$ cat src/rtl/lock_ctrl_param.sv
// N-digit code lock: set/verify an entered code with a timed alarm lockout after MAX_FAIL consecutive failures.
// Latency: every state/output change lands on the clk edge after the qualifying input pulse; all outputs registered.
// Backpressure: none, inputs are single-cycle pulses; optional LOCK_BACKSPACE_EN makes key 0xE delete the newest digit.
module lock_ctrl_param #(
    parameter int DIGITS         = 4,
    parameter int MAX_FAIL       = 3,
    parameter int LOCKOUT_CYCLES = 100000000
) (
    input  logic                  clk,
    input  logic                  rst,
    input  logic                  encrypt,
    input  logic                  decrypt,
    input  logic                  ascertain,
    input  logic                  keyboard_en,
    input  logic [3:0]            keyboard_num,
    output logic                  locked,
    output logic                  unlocked,
    output logic                  alarm,
    output logic [2:0]            fail_times,
    output logic [4*DIGITS-1:0]   entered_password,
    output logic [3:0]            entry_count
);

    localparam int W     = 4 * DIGITS;
    localparam int CNT_W = $clog2(LOCKOUT_CYCLES);

    localparam logic [3:0]       DIGITS_C   = 4'(DIGITS);
    localparam logic [2:0]       MAX_FAIL_C = 3'(MAX_FAIL);
    localparam logic [CNT_W-1:0] LOCK_LOAD  = CNT_W'(LOCKOUT_CYCLES - 1);

    localparam logic [2:0] ST_OPEN   = 3'd0;
    localparam logic [2:0] ST_SET    = 3'd1;
    localparam logic [2:0] ST_LOCKED = 3'd2;
    localparam logic [2:0] ST_VERIFY = 3'd3;
    localparam logic [2:0] ST_ALARM  = 3'd4;

    logic [2:0]       state_q, state_d;
    logic [W-1:0]     entry_q, entry_d;
    logic [W-1:0]     code_q, code_d;
    logic [3:0]       cnt_q, cnt_d;
    logic [2:0]       fail_q, fail_d;
    logic [CNT_W-1:0] lock_cnt_q, lock_cnt_d;
    logic             locked_q, locked_d;
    logic             unlocked_q, unlocked_d;
    logic             alarm_q, alarm_d;

    logic set_side;
    logic verify_side;
    logic entering;
    logic restart;
    logic full;
    logic is_digit;

    always_comb begin
        state_d    = state_q;
        entry_d    = entry_q;
        code_d     = code_q;
        cnt_d      = cnt_q;
        fail_d     = fail_q;
        lock_cnt_d = lock_cnt_q;

        set_side    = (state_q == ST_OPEN)   || (state_q == ST_SET);
        verify_side = (state_q == ST_LOCKED) || (state_q == ST_VERIFY);
        entering    = (state_q == ST_SET)    || (state_q == ST_VERIFY);
        // A restart pulse only counts in states where it has a meaning.
        restart     = (set_side && encrypt) || (verify_side && decrypt);
        full        = (cnt_q == DIGITS_C);
        is_digit    = (keyboard_num <= 4'd9);

        if (state_q == ST_ALARM) begin
            if (lock_cnt_q == '0) begin
                state_d = ST_LOCKED;
                fail_d  = 3'd0;
            end else begin
                lock_cnt_d = lock_cnt_q - 1'b1;
            end
        end else if (restart) begin
            entry_d = '0;
            cnt_d   = 4'd0;
            state_d = set_side ? ST_SET : ST_VERIFY;
        end else if (entering && ascertain) begin
            if (full) begin
                entry_d = '0;
                cnt_d   = 4'd0;
                if (state_q == ST_SET) begin
                    code_d  = entry_q;
                    state_d = ST_LOCKED;
                end else if (entry_q == code_q) begin
                    fail_d  = 3'd0;
                    state_d = ST_OPEN;
                end else if (fail_q + 3'd1 == MAX_FAIL_C) begin
                    fail_d     = MAX_FAIL_C;
                    lock_cnt_d = LOCK_LOAD;
                    state_d    = ST_ALARM;
                end else begin
                    fail_d  = fail_q + 3'd1;
                    state_d = ST_LOCKED;
                end
            end
        end else if (entering && keyboard_en) begin
            if (is_digit && !full) begin
                entry_d = {entry_q[W-5:0], keyboard_num};
                cnt_d   = cnt_q + 4'd1;
            end
`ifdef LOCK_BACKSPACE_EN
            else if (keyboard_num == 4'hE && cnt_q != 4'd0) begin
                entry_d = {4'h0, entry_q[W-1:4]};
                cnt_d   = cnt_q - 4'd1;
            end
`endif
        end

        // Status flags follow the next state so they stay aligned with it.
        locked_d   = (state_d == ST_LOCKED) || (state_d == ST_VERIFY) || (state_d == ST_ALARM);
        unlocked_d = (state_d == ST_OPEN)   || (state_d == ST_SET);
        alarm_d    = (state_d == ST_ALARM);
    end

    always_ff @(posedge clk or posedge rst) begin
        if (rst) begin
            state_q    <= ST_OPEN;
            entry_q    <= '0;
            code_q     <= '0;
            cnt_q      <= 4'd0;
            fail_q     <= 3'd0;
            lock_cnt_q <= '0;
            locked_q   <= 1'b0;
            unlocked_q <= 1'b1;
            alarm_q    <= 1'b0;
        end else begin
            state_q    <= state_d;
            entry_q    <= entry_d;
            code_q     <= code_d;
            cnt_q      <= cnt_d;
            fail_q     <= fail_d;
            lock_cnt_q <= lock_cnt_d;
            locked_q   <= locked_d;
            unlocked_q <= unlocked_d;
            alarm_q    <= alarm_d;
        end
    end

    assign locked           = locked_q;
    assign unlocked         = unlocked_q;
    assign alarm            = alarm_q;
    assign fail_times       = fail_q;
    assign entered_password = entry_q;
    assign entry_count      = cnt_q;

endmodule

$ cat config.mk
export PLATFORM = sky130hd
export DESIGN_NAME = lock_ctrl_param
export DESIGN_NICKNAME = d
export VERILOG_FILES = /design/src/rtl/lock_ctrl_param.sv
export SDC_FILE = /design/constraint.sdc
export NUM_CORES = 1
export LEC_CHECK = 0
export CAP_MARGIN = 20
export CORE_AREA = 2 2 145 90
export CTS_CLUSTER_DIAMETER = 150
export DETAILED_ROUTE_END_ITERATION = 16
export DIE_AREA = 0 0 147 92
export GPL_ROUTABILITY_DRIVEN = 0
export SKIP_LAST_GASP = 1
export SLEW_MARGIN = 15
export SYNTH_ARGS = -nofsm -noshare
export SYNTH_HDL_FRONTEND = slang
export SYNTH_SLANG_ARGS = --single-unit
$ cat constraint.sdc
create_clock -name clk -period 2.8 [get_ports clk]
set_clock_uncertainty 0.15 [all_clocks]
set_input_delay 0.56 -clock clk [delete_from_list [all_inputs] [get_ports clk]]
set_output_delay 0.56 -clock clk [all_outputs]
set_load 0.03 [all_outputs]
; After elaboration in Yosys (flattened, before gate mapping)
; Cells that the tools add are included.
; Widths: inputs -> output; s select.
[totals]
ff_bits = 72
latchBits = 0
ram_bits = 0
mem_bits_ro = 0
inputBits = 10
output_inout_bits = 26
word_cells = 92
mem_count = 0
[classes]
n_addsub = 3
multipliers = 0
div_mod_pow = 0
order_cmp = 1
eq_ne = 17
shifts = 0
muxes = 35
n_bitwise = 2
n_reduce_logical = 25
[op_table]
columns = op, n
row1 = $mux 27, 8
row2 = $mux 16, 5
row3 = $mux 3, 16
row4 = $logic_not 27->1, 1
row5 = $sub 27x1->27 const B, 1
row6 = $mux 4, 5
row7 = $eq 16x16->1, 1
row8 = $eq 3x2->1 const B, 5
row9 = $reduce_and 5->1, 2
row10 = $logic_or 1x1->1, 7
row11 = $reduce_and 7->1, 1
row12 = $eq 3x1->1 const B, 2
row13 = $eq 3x3->1 const B, 2
row14 = $logic_not 3->1, 2
row15 = $ne 2x2->1 const B, 3
row16 = $reduce_bool 2->1, 3
row17 = $reduce_bool 3->1, 2
row18 = $logic_and 1x1->1, 5
row19 = $add 4x1->4 const B, 1
row20 = $eq 4x3->1 const B, 1
row21 = $le 4x4->1 const B, 1
row22 = $ne 2x1->1 const B, 2
row23 = $reduce_and 4->1, 1
row24 = $add 3x1->3 const B, 1
row25 = other kinds (4), 5

; Depth between registers and ports, before layout
[logic_depth]
word_depth = 12
ltp_mapped = 10
depth_no_buf = 7

; Worst setup path after synthesis
; OpenSTA, ideal clock, no wires.
[synth_path]
kind = flip-flop to flip-flop
start = register lock_cnt_q[0]
end = register lock_cnt_q[8]
arrival_ps = 2503
setup_slack_ps = 2
stages_incl_launch_ff = 9
path_buffers = 1
period_less_slack_ps = 2798
cell_sequence = dfrtp_1 > inv_1 > ha_1 > or4b_1 > or4_1 > buf_6 > or4_4 > a21boi_1 > o22ai_1
[synth_between]
elab_chain_len = 3
word_cells_on_any_way = 6
[synth_rtl]
columns = element, line
row1 = start: declaration, 42  ; logic [CNT_W-1:0] lock_cnt_q, lock_cnt_d;
row2 = start signal: assignment, 136  ; lock_cnt_q <= lock_cnt_d;
row3 = $sub 27x1->27 or $logic_not 27->1 (tied branches), "75, 71"
row4 = $mux 27 or $ne 2x2->1 (tied branches), --
row5 = $mux 27 or $reduce_and 7->1 (tied branches), --
; Several ways; a longest one is shown, not always the timed one. The select of a mux whose other input is x is not followed.
; A chain may end at the register's enable or synchronous reset.

; Worst setup path in the final report
[layout_path]
start = register lock_cnt_q[11]
end = register lock_cnt_q[19]
; Same word-level chain as after synthesis.

==> flow_metrics.tcl <==
set metrics [dict create \
    outcome "finished clean" \
    num-nets-final 398 \
    fillCellCount 1234 \
    globalRouteOverflowTotal 0 \
    critical_path_class "reg2reg" \
    drt_wl_total_um 8350 \
    ant_nets 0 \
    clk_pin_slew_ns 0.06 \
    dr.first_iter.drc_count 165 \
    whs_path_depth 1 \
    syn_to_final_growth_pct 29.2 \
    total_of_endpoints_with_negative_setup_slack_in_the_final_report 0 \
    dieWidth_um 147 \
    crit_path_cell_trace "or4_1, buf_4, or4_1, or4_1, a21oi_1" \
    synth.area.top_cells "sky130_fd_sc_hd__dfrtp_1 (50%), sky130_fd_sc_hd__mux2_2 (5.3%), sky130_fd_sc_hd__xor2_1 (5.1%), sky130_fd_sc_hd__a22o_1 (4.6%), sky130_fd_sc_hd__or4_1 (2.9%)" \
    diodes 0 \
    slew_violations 0 \
    antenna_found_initial 0 \
    post-route-cell-area_mm2 0.00463 \
    timing.max_cap.violations 0 \
    cts_buffers 9 \
    timing_hold_violations_final 0 \
    drt_first_pass_iters 4 \
    cts_post_setup_buffers_inserted 0 \
    via_count 2768 \
    ctsLongestPathBuffers 2 \
    worst-path-max-fanout 10 \
    route.detailed.drc 0 \
    worst_ep_required_time_ns 2.92 \
    clkLatencyLatePin_ns 0.34 \
    initial_core_util_pct 28.9 \
    postSynthAreaPerCell_um2 11.0 \
    row_count 32 \
    dr_wl_cell_um 15.0 \
    postSynthRegisterBits 72 \
    synth.largest_area_cell "sky130_fd_sc_hd__dfrtp_1" \
    drt-vias-per-instance 4.96 \
    slew_headroom_pct 66.9 \
    worstHoldPathType "reg2reg" \
    placeable_core_area_mm2 0.0124 \
    portBuffers 35 \
    synthesis.instances 325 \
    wire_length_of_the_first_global_routing_pass_um 14000 \
    post_synthesis_async_set_or_reset_flop_share_pct 100 \
    number_of_global_route_vias_before_repair 2725 \
    worst_ep_arrival_time_ns 2.82 \
    htreeDepth 3 \
    sum_of_negative_setup_slack_ns 0 \
    rsz0062_at_grt "yes" \
    grt_max_degree 73 \
    ys_dominant_reg_cell "sky130_fd_sc_hd__dfrtp_1" \
    start_kind "flop" \
    power.ir.vdd_worst_mv 0.245 \
    dieArea_mm2 0.0135 \
    portion_of_the_clock_cycle_consumed_by_the_worst_path_in_the_final_layout_pct 96.8 \
    finalCriticalPeriod_ns 2.71 \
    share_of_layout_cells_above_drive_strength_1_pct 20.4 \
    synth.yosys.seq_area_share_pct 50.3 \
    stage_delay_of_the_slowest_cell_on_the_critical_path_ns 0.71 \
    hpwlAfterDp_um 5920 \
    dpl_cell_area_mm2 0.00432 \
    post_synth_instance_area_mm2 0.00358 \
    clock-root-buffer "sky130_fd_sc_hd__clkbuf_16" \
    worstRegToRegCells 5 \
    critPathSlowestCell "sky130_fd_sc_hd__or4_1" \
    fmax_mhz 369 \
    clock_tree_from_tritoncts "built" \
    number_of_synthesized_flops_with_an_enable_pin 0 \
    cts.sink_count 72 \
    crit_path_most_repeated_cell "sky130_fd_sc_hd__or4_1" \
    grtUsageTotal_pct 13.3 \
    yosys.area.top_type_share_pct 49.6 \
    setup.worst_path.end_class "flop" \
    cts_hold_buf 0 \
    powerDensity_mw_per_mm2 478 \
    syn-num-nets 340 \
    cellLeakagePower_nw 1.95 \
    die_y_um 92 \
    top_level_ports 36 \
    tightestPinTransition_ns 0.493 \
    synth.distinct_cells 54 \
    synthesis.yosys.warnings 0 \
]
metal layers:
layer  part of all wire, %  vias to the layer above  global-route usage, %
li1                      -                     1346                      -
met1                    52                     1367                   19.3
met2                    42                       51                   18.4
met3                   5.6                        4                   5.42
met4                  0.65                        0                   3.04
met5                     0                        -                      0
layout by cell type (no fill, tap or decap), types with 9 or more instances in the layout:
cell,Yosys,final
sky130_fd_sc_hd__dfrtp_1,71,71
sky130_fd_sc_hd__clkdlybuf4s50_1,0,35
sky130_fd_sc_hd__buf_4,1,23
sky130_fd_sc_hd__xor2_1,21,21
sky130_fd_sc_hd__a22o_1,19,19
sky130_fd_sc_hd__mux2_2,17,17
sky130_fd_sc_hd__nor4_1,14,14
sky130_fd_sc_hd__or4_1,14,13
sky130_fd_sc_hd__nor2_1,13,13
sky130_fd_sc_hd__nand2_1,11,11
sky130_fd_sc_hd__inv_1,12,11
sky130_fd_sc_hd__o21ai_0,11,11
sky130_fd_sc_hd__a21oi_1,10,10
sky130_fd_sc_hd__clkbuf_16,0,9
kinds of logic (layout without fill, tap and decap cells):
logic type | after synthesis | after routing | synth area share, %
xor+xnor | 23 | 23 | 5.62
buf+inv | 29 | 92 | 3.60
flops | 72 | 72 | 50.3
mux | 19 | 19 | 5.90
simple gates | 103 | 103 | 17.5
compound gates | 74 | 74 | 15.3
fa+ha+maj | 5 | 5 | 1.75
metrics by stage:
stage               worst slack, ns  total power (W)  util [%]  hold slack, ns  instances
floorplan                   0.00182          0.00109         -           0.324        325
global placement             0.0739          0.00112      34.8           0.349        542
detailed placement          -0.0220          0.00113      34.8           0.345        542
CTS                          0.0214          0.00225      37.1           0.359        558
global route               -0.00730          0.00230      37.3           0.387        558
finish                       0.0905          0.00221      37.3           0.354        558
worst max-delay path, delay by kind of cell (launching register included):
| family | cells | cell delay [ns] |
|---|---|---|
| AO/OA/AOI/OAI | 1 | 0.15 |
| flip-flops | 1 | 0.43 |
| buffers and inverters | 1 | 0.18 |
| AND/OR/NAND/NOR | 3 | 1.72 |
registers in the layout, summed over array words and instances (netlist names):
name              cells
entered_password     16
state_q               3
locked                1
alarm                 1
unlocked              1
fail_times            3
entry_count           4
code_q               16
lock_cnt_q           27
power by group:
| group | switching [W] | leakage (nW) | internal (W) |
|---|---|---|---|
| clock | 0.000493 | 0.135 | 0.000617 |
| combinational | 0.0000360 | 0.956 | 0.0000220 |
| sequential | 0.00000318 | 0.864 | 0.00104 |
| total | 0.000532 | 1.95 | 0.00168 |
what timing repair did:
item | 4_1_cts | 5_1_grt
endpoints found under the setup margin | 2 | 22
pin swaps | 1 | 1
gates resized for setup | 0 | 6
worst paths after layout:
kind / start / to / slack [ns]
min: lock_cnt_q[16]$_DFFE_PP0P_ / lock_cnt_q[16]$_DFFE_PP0P_ / 0.35
max reg2reg: lock_cnt_q[11]$_DFFE_PP0P_ / lock_cnt_q[19]$_DFFE_PP0P_ / 0.09
max in group asynchronous: rst / unlocked$_DFF_PP1_ / 1.68
min in group asynchronous: rst / entered_password[13]$_DFFE_PP0P_ / 0.48
max: lock_cnt_q[11]$_DFFE_PP0P_ / lock_cnt_q[19]$_DFFE_PP0P_ / 0.09
min reg2reg: lock_cnt_q[16]$_DFFE_PP0P_ / lock_cnt_q[16]$_DFFE_PP0P_ / 0.35
synthesized netlist by cell type, types with 4 or more instances:
cell type                  number
sky130_fd_sc_hd__nor4_1        14
sky130_fd_sc_hd__or4_1         14
sky130_fd_sc_hd__o21ai_0       11
sky130_fd_sc_hd__nand4_1        7
sky130_fd_sc_hd__or2_2          4
sky130_fd_sc_hd__inv_1         12
sky130_fd_sc_hd__nor3_1         7
sky130_fd_sc_hd__nand2_1       11
sky130_fd_sc_hd__or3_1          8
sky130_fd_sc_hd__mux2_2        17
sky130_fd_sc_hd__nor2_1        13
sky130_fd_sc_hd__a22o_1        19
sky130_fd_sc_hd__dfrtp_1       71
sky130_fd_sc_hd__xor2_1        21
sky130_fd_sc_hd__nand3_1        7
sky130_fd_sc_hd__ha_1           5
sky130_fd_sc_hd__clkbuf_1      11
sky130_fd_sc_hd__o31ai_1        8
sky130_fd_sc_hd__a21oi_1       10
layout make-up:
class	instances	area (um2)	share of cell area, %
clock inverters	7	61.3	1.32
multi-input cells	224	1670	36.0
well taps	170	213	4.59
clock buffers	9	225	4.86
inverters	12	45.0	0.972
flip-flops and latches	72	1800	38.9
repair buffers	64	617	13.3
No activity file was read; power rests on OpenSTA's default activity.
